--- config.mk ---
export PLATFORM = sky130hd
export DESIGN_NAME = fft_peak_tracker_flat
export DESIGN_NICKNAME = d
export VERILOG_FILES = /design/src/rtl/fft_peak_tracker_if.sv /design/src/rtl/fft_peak_tracker.sv /design/src/flat_wrapper.sv
export SDC_FILE = /design/constraint.sdc
export NUM_CORES = 1
export LEC_CHECK = 0
export ABC_AREA = 0
export CAP_MARGIN = 10
export CORE_MARGIN = 4
export CORE_UTILIZATION = 55
export CTS_CLUSTER_SIZE = 10
export DETAILED_ROUTE_END_ITERATION = 10
export PLACE_DENSITY = 0.8
export SYNTH_ARGS = -nofsm -noshare
export SYNTH_HDL_FRONTEND = slang
export SYNTH_SLANG_ARGS = --single-unit
--- constraint.sdc ---
create_clock -name clk -period 9.4 [get_ports clk]
set_input_delay 2.35 -clock clk [delete_from_list [all_inputs] [get_ports clk]]
set_output_delay 2.35 -clock clk [all_outputs]
set_load 0.02 [all_outputs]
--- src/rtl/fft_peak_tracker_if.sv ---
// Magnitude stream from the FFT magnitude stage: one bin per valid beat, no backpressure.
interface fft_peak_tracker_if;
    logic [23:0] mag_tdata;
    logic [13:0] mag_tuser;
    logic        mag_tlast;
    logic        mag_tvalid;

    modport master (output mag_tdata, output mag_tuser, output mag_tlast, output mag_tvalid);
    modport slave  (input  mag_tdata, input  mag_tuser, input  mag_tlast, input  mag_tvalid);
endinterface

--- src/rtl/fft_peak_tracker.sv ---
// Per-frame strongest-bin search over an FFT magnitude stream, plus a lock tracker that
// declares a stable note once enough consecutive above-threshold frames agree on the bin.
module fft_peak_tracker #(
    parameter int MIN_BIN       = 1,
    parameter int MAX_BIN       = 1023,
    parameter int STABLE_FRAMES = 4,
    parameter int TOL           = 1
) (
    input  logic                clk,
    input  logic                reset_n,
    fft_peak_tracker_if.slave   mag,
    input  logic [23:0]         threshold,
    output logic [11:0]         peak_bin,
    output logic [23:0]         peak_mag,
    output logic                peak_valid,
    output logic [11:0]         note_bin,
    output logic                note_locked,
    output logic                frame_err
);

    localparam int                CNT_W      = $clog2(STABLE_FRAMES + 1);
    localparam logic [CNT_W-1:0]  STABLE_CNT = CNT_W'(STABLE_FRAMES);
    localparam logic [11:0]       MIN_IDX    = 12'(MIN_BIN);
    localparam logic [11:0]       MAX_IDX    = 12'(MAX_BIN);
    localparam logic [12:0]       TOL_U      = 13'(TOL);

    typedef enum logic {SCAN, REPORT} state_t;

    function automatic logic [CNT_W-1:0] sat_inc(input logic [CNT_W-1:0] c);
        return (c >= STABLE_CNT) ? STABLE_CNT : c + CNT_W'(1);
    endfunction

    function automatic logic [12:0] abs13(input logic signed [12:0] v);
        return v[12] ? $unsigned(-v) : $unsigned(v);
    endfunction

    state_t            state_q, state_d;
    logic              in_frame_q, in_frame_d;
    logic [13:0]       prev_idx_q, prev_idx_d;
    logic [23:0]       max_mag_q, max_mag_d;
    logic [11:0]       max_bin_q, max_bin_d;
    logic [11:0]       peak_bin_q, peak_bin_d;
    logic [23:0]       peak_mag_q, peak_mag_d;
    logic              frame_err_q, frame_err_d;
    logic [11:0]       cand_q, cand_d;
    logic [CNT_W-1:0]  cnt_q, cnt_d;
    logic [11:0]       note_bin_q, note_bin_d;
    logic              note_locked_q, note_locked_d;

    logic [11:0]        idx;
    logic               eligible, seq_err, take, end_frame;
    logic [23:0]        base_mag, cur_mag;
    logic [11:0]        base_bin, cur_bin;
    logic signed [12:0] diff;

    always_ff @(posedge clk) begin
        if (!reset_n) begin
            state_q       <= SCAN;
            in_frame_q    <= 1'b0;
            prev_idx_q    <= '0;
            max_mag_q     <= '0;
            max_bin_q     <= '0;
            peak_bin_q    <= '0;
            peak_mag_q    <= '0;
            frame_err_q   <= 1'b0;
            cand_q        <= '0;
            cnt_q         <= '0;
            note_bin_q    <= '0;
            note_locked_q <= 1'b0;
        end else begin
            state_q       <= state_d;
            in_frame_q    <= in_frame_d;
            prev_idx_q    <= prev_idx_d;
            max_mag_q     <= max_mag_d;
            max_bin_q     <= max_bin_d;
            peak_bin_q    <= peak_bin_d;
            peak_mag_q    <= peak_mag_d;
            frame_err_q   <= frame_err_d;
            cand_q        <= cand_d;
            cnt_q         <= cnt_d;
            note_bin_q    <= note_bin_d;
            note_locked_q <= note_locked_d;
        end
    end

    // A beat landing in REPORT is processed like any other, so REPORT only
    // repeats when that beat is itself a single-beat frame's tlast.
    always_comb begin
        state_d = SCAN;
        case (state_q)
            SCAN:    state_d = end_frame ? REPORT : SCAN;
            REPORT:  state_d = end_frame ? REPORT : SCAN;
            default: state_d = SCAN;
        endcase
    end

    always_comb begin
        peak_valid = (state_q == REPORT);
    end

    always_comb begin
        idx       = mag.mag_tuser[11:0];
        end_frame = mag.mag_tvalid && mag.mag_tlast;
        eligible  = mag.mag_tvalid && (mag.mag_tuser[13:12] == 2'b00)
                    && (idx >= MIN_IDX) && (idx <= MAX_IDX);
        seq_err   = mag.mag_tvalid && in_frame_q && !mag.mag_tlast
                    && (mag.mag_tuser <= prev_idx_q);
        // A first beat or a resynchronising beat compares against a fresh max.
        base_mag  = (!in_frame_q || seq_err) ? 24'd0 : max_mag_q;
        base_bin  = (!in_frame_q || seq_err) ? 12'd0 : max_bin_q;
        // Strict compare on ascending bins keeps the lower bin on a tie.
        take      = eligible && (mag.mag_tdata > base_mag);
        cur_mag   = take ? mag.mag_tdata : base_mag;
        cur_bin   = take ? idx : base_bin;
        diff      = $signed({1'b0, cur_bin}) - $signed({1'b0, cand_q});
    end

    always_comb begin
        in_frame_d    = in_frame_q;
        prev_idx_d    = prev_idx_q;
        max_mag_d     = max_mag_q;
        max_bin_d     = max_bin_q;
        peak_bin_d    = peak_bin_q;
        peak_mag_d    = peak_mag_q;
        frame_err_d   = seq_err;
        cand_d        = cand_q;
        cnt_d         = cnt_q;
        note_bin_d    = note_bin_q;
        note_locked_d = note_locked_q;
        if (mag.mag_tvalid) begin
            prev_idx_d = mag.mag_tuser;
            if (end_frame) begin
                in_frame_d = 1'b0;
                max_mag_d  = '0;
                max_bin_d  = '0;
                peak_bin_d = cur_bin;
                peak_mag_d = cur_mag;
                if (cur_mag < threshold) begin
                    cnt_d         = '0;
                    note_locked_d = 1'b0;
                end else begin
                    if (abs13(diff) <= TOL_U) begin
                        cnt_d = sat_inc(cnt_q);
                    end else begin
                        cand_d = cur_bin;
                        cnt_d  = CNT_W'(1);
                    end
                    note_locked_d = (cnt_d == STABLE_CNT);
                    if (cnt_d == STABLE_CNT) begin
                        note_bin_d = cur_bin;
                    end
                end
            end else begin
                in_frame_d = 1'b1;
                max_mag_d  = cur_mag;
                max_bin_d  = cur_bin;
            end
        end
    end

    assign peak_bin    = peak_bin_q;
    assign peak_mag    = peak_mag_q;
    assign note_bin    = note_bin_q;
    assign note_locked = note_locked_q;
    assign frame_err   = frame_err_q;

endmodule

--- src/flat_wrapper.sv ---
// flat-port wrapper written by rule: the top's interface ports become plain ports
module fft_peak_tracker_flat 
#(
    parameter int MIN_BIN       = 1,
    parameter int MAX_BIN       = 1023,
    parameter int STABLE_FRAMES = 4,
    parameter int TOL           = 1
)
  (clk, reset_n, threshold, peak_bin, peak_mag, peak_valid, note_bin, note_locked, frame_err, mag_mag_tdata, mag_mag_tuser, mag_mag_tlast, mag_mag_tvalid);
  fft_peak_tracker_if mag_i ();
  input  logic clk;
  input  logic reset_n;
  input  logic [23:0] threshold;
  output logic [11:0] peak_bin;
  output logic [23:0] peak_mag;
  output logic peak_valid;
  output logic [11:0] note_bin;
  output logic note_locked;
  output logic frame_err;
  input wire logic [$bits(mag_i.mag_tdata)-1:0] mag_mag_tdata;
  input wire logic [$bits(mag_i.mag_tuser)-1:0] mag_mag_tuser;
  input wire logic [$bits(mag_i.mag_tlast)-1:0] mag_mag_tlast;
  input wire logic [$bits(mag_i.mag_tvalid)-1:0] mag_mag_tvalid;
  assign mag_i.mag_tdata = mag_mag_tdata;
  assign mag_i.mag_tuser = mag_mag_tuser;
  assign mag_i.mag_tlast = mag_mag_tlast;
  assign mag_i.mag_tvalid = mag_mag_tvalid;
  fft_peak_tracker #(.MIN_BIN(MIN_BIN), .MAX_BIN(MAX_BIN), .STABLE_FRAMES(STABLE_FRAMES), .TOL(TOL)) u_core (.clk(clk), .reset_n(reset_n), .mag(mag_i), .threshold(threshold), .peak_bin(peak_bin), .peak_mag(peak_mag), .peak_valid(peak_valid), .note_bin(note_bin), .note_locked(note_locked), .frame_err(frame_err));
endmodule
==> qor.yml <==
timing:
  timing.final.crit_period_ns: 8.90
  setup_viol_count_final: 0
  fin_crit_sh_pct: 94.7
  max_clock_freq_mhz: 112
  slew_headroom_pct: 39.5
  whs_ns: 0.453
  slew_violations: 0
  layout_setup_ws_ns: 0.497
  fin_skew_ns: 0.0101
  finalSetupTns_ns: 0
  finalHoldViolations: 0
  rsz0062_at_grt: "no"
  tightestPinTransition_ns: 0.908
cts:
  htreeDepth: 4
  cts_tree: "built"
  cts.reportedPaths.clkPinSlew_ns: 0.05
  cts.sinks: 117
  clk_latency_ns: 0.42
  ctsResizeCount: 0
  cts_inserted_buffers: 17
  post-cts-setup-buffers: 0
  clk_path_buf_depth: 2
  cts_root_buf: "clkbuf_16"
  cts_hold_buf: 0
drt:
  drt-total-wl_mm: 19.8
  route.met3.wl_mm: 1.29
  via_per_inst: 5.83
  drc: 0
  first_pass_iters: 5
  wl_per_cell_um: 16.5
  top_layer: "met4"
  wl_met1_mm: 8.91
  met2_length_mm: 9.12
  drtAntennaViolNets: 0
  dr_total_vias: 7015
  drtIter0Drc: 540
power:
  pwr-share-seq_pct: 36.6
  p_int_mw: 1.05
  power_frac_comb_pct: 15.0
  switching_share_pct: 25.1
  leakagePower_nw: 3.96
  clockPowerShare_pct: 48.3
  power_switching_uw: 353
  power.total_mw: 1.41
  power.density_nw_per_um2: 152
  ir_drop_mv: 0.135
critical_path:
  crit_family: "simple AND/OR/NAND/NOR gates"
  worst-path-buf-inv: 4
  r2r_slack_ns: 2.55
  cp_slowest_cell: "or4_4"
  rr_worst_depth: 27
  critPathLaunchType: "input port"
  critPathMaxFanout: 21
  r2r_end: "u_core.note_bin[6]$_SDFFE_PN0P_"
  slowest_delay_ns: 0.51
  crit_required_ns: 9.74
  critical_path_class: "in2reg"
  critPathCaptureType: "register"
  cp.arrival_ns: 9.25
  r2r_start: "u_core.prev_idx_q[9]$_SDFFE_PN0P_"
die:
  die_x_um: 123
  die_area_um2: 15200
  ioPinCount: 117
  core_um2: 12800
  num_rows: 41
  initial_utilization_pct: 57.1
  die_h_um: 123
yosys:
  syn-mean-instance-area_um2: 7.98
  post-synth-top-count-cell: "dfxtp_1"
  synth.cell_area_um2: 7320
  syn_inst: 918
  async_reset_ff_share_pct: 0
  synth_top_area_share_pct: 32.0
  synth_seq_cells: 117
  synthTopCellsByArea: "dfxtp_1 (32%), ha_1 (13%), nor2_1 (5.8%), inv_1 (4.8%), a211oi_1 (4.1%)"
  ys_top_cells_by_count: "dfxtp_1 (117), nor2_1 (114), inv_1 (93)"
  ys_warn_count: 0
  synth.distinct_cells: 71
  synth_nets: 1061
  synth_edf_count: 0
  yosysSeqAreaShare_pct: 32.0
  ys.flop_type: "dfxtp_1"
  synth_area_leader_cell: "dfxtp_1"
place:
  place_ws_ns: 0.141
  place_congestion: 0.910
  dp_hpwl_mm: 13.9
  dp_cells: 1171
  portBuffers: 116
  dpl_cell_area_um2: 8620
cells_and_area:
  syn_to_final_growth_pct: 26.4
  num_antenna_cells: 0
  final_net_count: 1161
  multi_input_area_um2: 4400
  fin_util_pct: 72.2
  final_layout_size_suffix_gt1_share_pct: 7.08
  final_area_um2: 9260
  fin_cells: 1203
  regArea_um2: 2340
  fillCellCount: 1034
min_path:
  worstHoldPathCells: 2
  hold_class: "reg2reg"
  hold_start: "u_core.peak_bin[11]$_SDFFE_PN0P_"
  min_to: "u_core.peak_bin[11]$_SDFFE_PN0P_"
global_routing:
  grt_max_degree: 84
  grtUsageTotal_pct: 26.1
  overflow: 0
  grt_pass1_vias: 6675
  antenna_found_initial: 0
  grt_first_pass_wirelength_mm: 31.7
outcome:
  status: "finished clean"
job:
  maxCapViolations: 0
## power by group through the flow
stage	registers [mW]	logic, mW	clock network, mW
6_report	0.516	0.211	0.680
5_1_grt	0.517	0.232	0.710
3_3_place_gp	0.526	0.204	0
3_5_place_dp	0.526	0.207	0
4_1_cts	0.516	0.209	0.688
2_1_floorplan	0.536	0.115	0
## state kept, by name (all words and copies together) (netlist names), 3 cells and up
register / count
u_core.cand_q: 12
u_core.cnt_q: 3
u_core.max_bin_q: 12
u_core.max_mag_q: 24
u_core.note_bin: 12
u_core.peak_bin: 12
u_core.peak_mag: 24
u_core.prev_idx_q: 14
## worst min-delay path: stages (launching register included)
cell     delay, ns
dfxtp_1       0.30
nand2_1       0.05
a21oi_1       0.05
## metal layers
metal,global-route usage (%),vias up
met4,10.3,0
met2,42.7,236
li1,-,3492
met1,33.2,3253
met3,6.13,34
met5,0,-
## placed cells by master (no fill, tap or decap), drive strengths merged, types with 27 or more instances in the layout
cell	n
nand2	76
a211oi	43
a21oi	58
clkdlybuf4s50	116
o21ai	30
dfxtp	117
inv	94
nor2	114
a31oi	27
ha	76
## area by class of cell
| cell class | instances | area share (%) |
|---|---|---|
| inverter | 95 | 3.85 |
| timing repair buffer | 138 | 14.3 |
| tap | 172 | 2.32 |
| clock inverter | 10 | 1.65 |
| multi-input combinational | 649 | 47.5 |
| sequential | 117 | 25.3 |
| clock buffer | 22 | 5.01 |
## worst max-delay path by stage
stage                 startpoint                          endpoint  slack (ns)  cells after the start
2_1_floorplan  mag_mag_tuser[11]  u_core.note_bin[10]$_SDFFE_PN0P_        0.79                     30
3_3_place_gp    mag_mag_tuser[6]  u_core.note_bin[10]$_SDFFE_PN0P_        0.34                     28
3_5_place_dp    mag_mag_tuser[9]  u_core.note_bin[10]$_SDFFE_PN0P_        0.14                     27
4_1_cts         mag_mag_tuser[9]  u_core.note_bin[10]$_SDFFE_PN0P_        0.47                     28
5_1_grt         mag_mag_tuser[4]  u_core.note_bin[10]$_SDFFE_PN0P_        0.03                     27
6_report        mag_mag_tuser[4]   u_core.note_bin[6]$_SDFFE_PN0P_        0.50                     27
## kinds of logic (layout without fill, tap and decap cells)
logic type                 after synthesis  after routing  share of synthesized area [%]
AOI/OAI and AO/OA                      253            253                           24.5
xor gates and xnor gates                 6              6                          0.718
adders and majority gates               77             77                           13.3
buffers and inverters                  152            265                           8.20
DFF                                    117            117                           32.0
muxes                                   26             26                           3.55
and+or+nand+nor                        287            287                           17.8
Note: power is estimated with default switching activity, not from simulation.
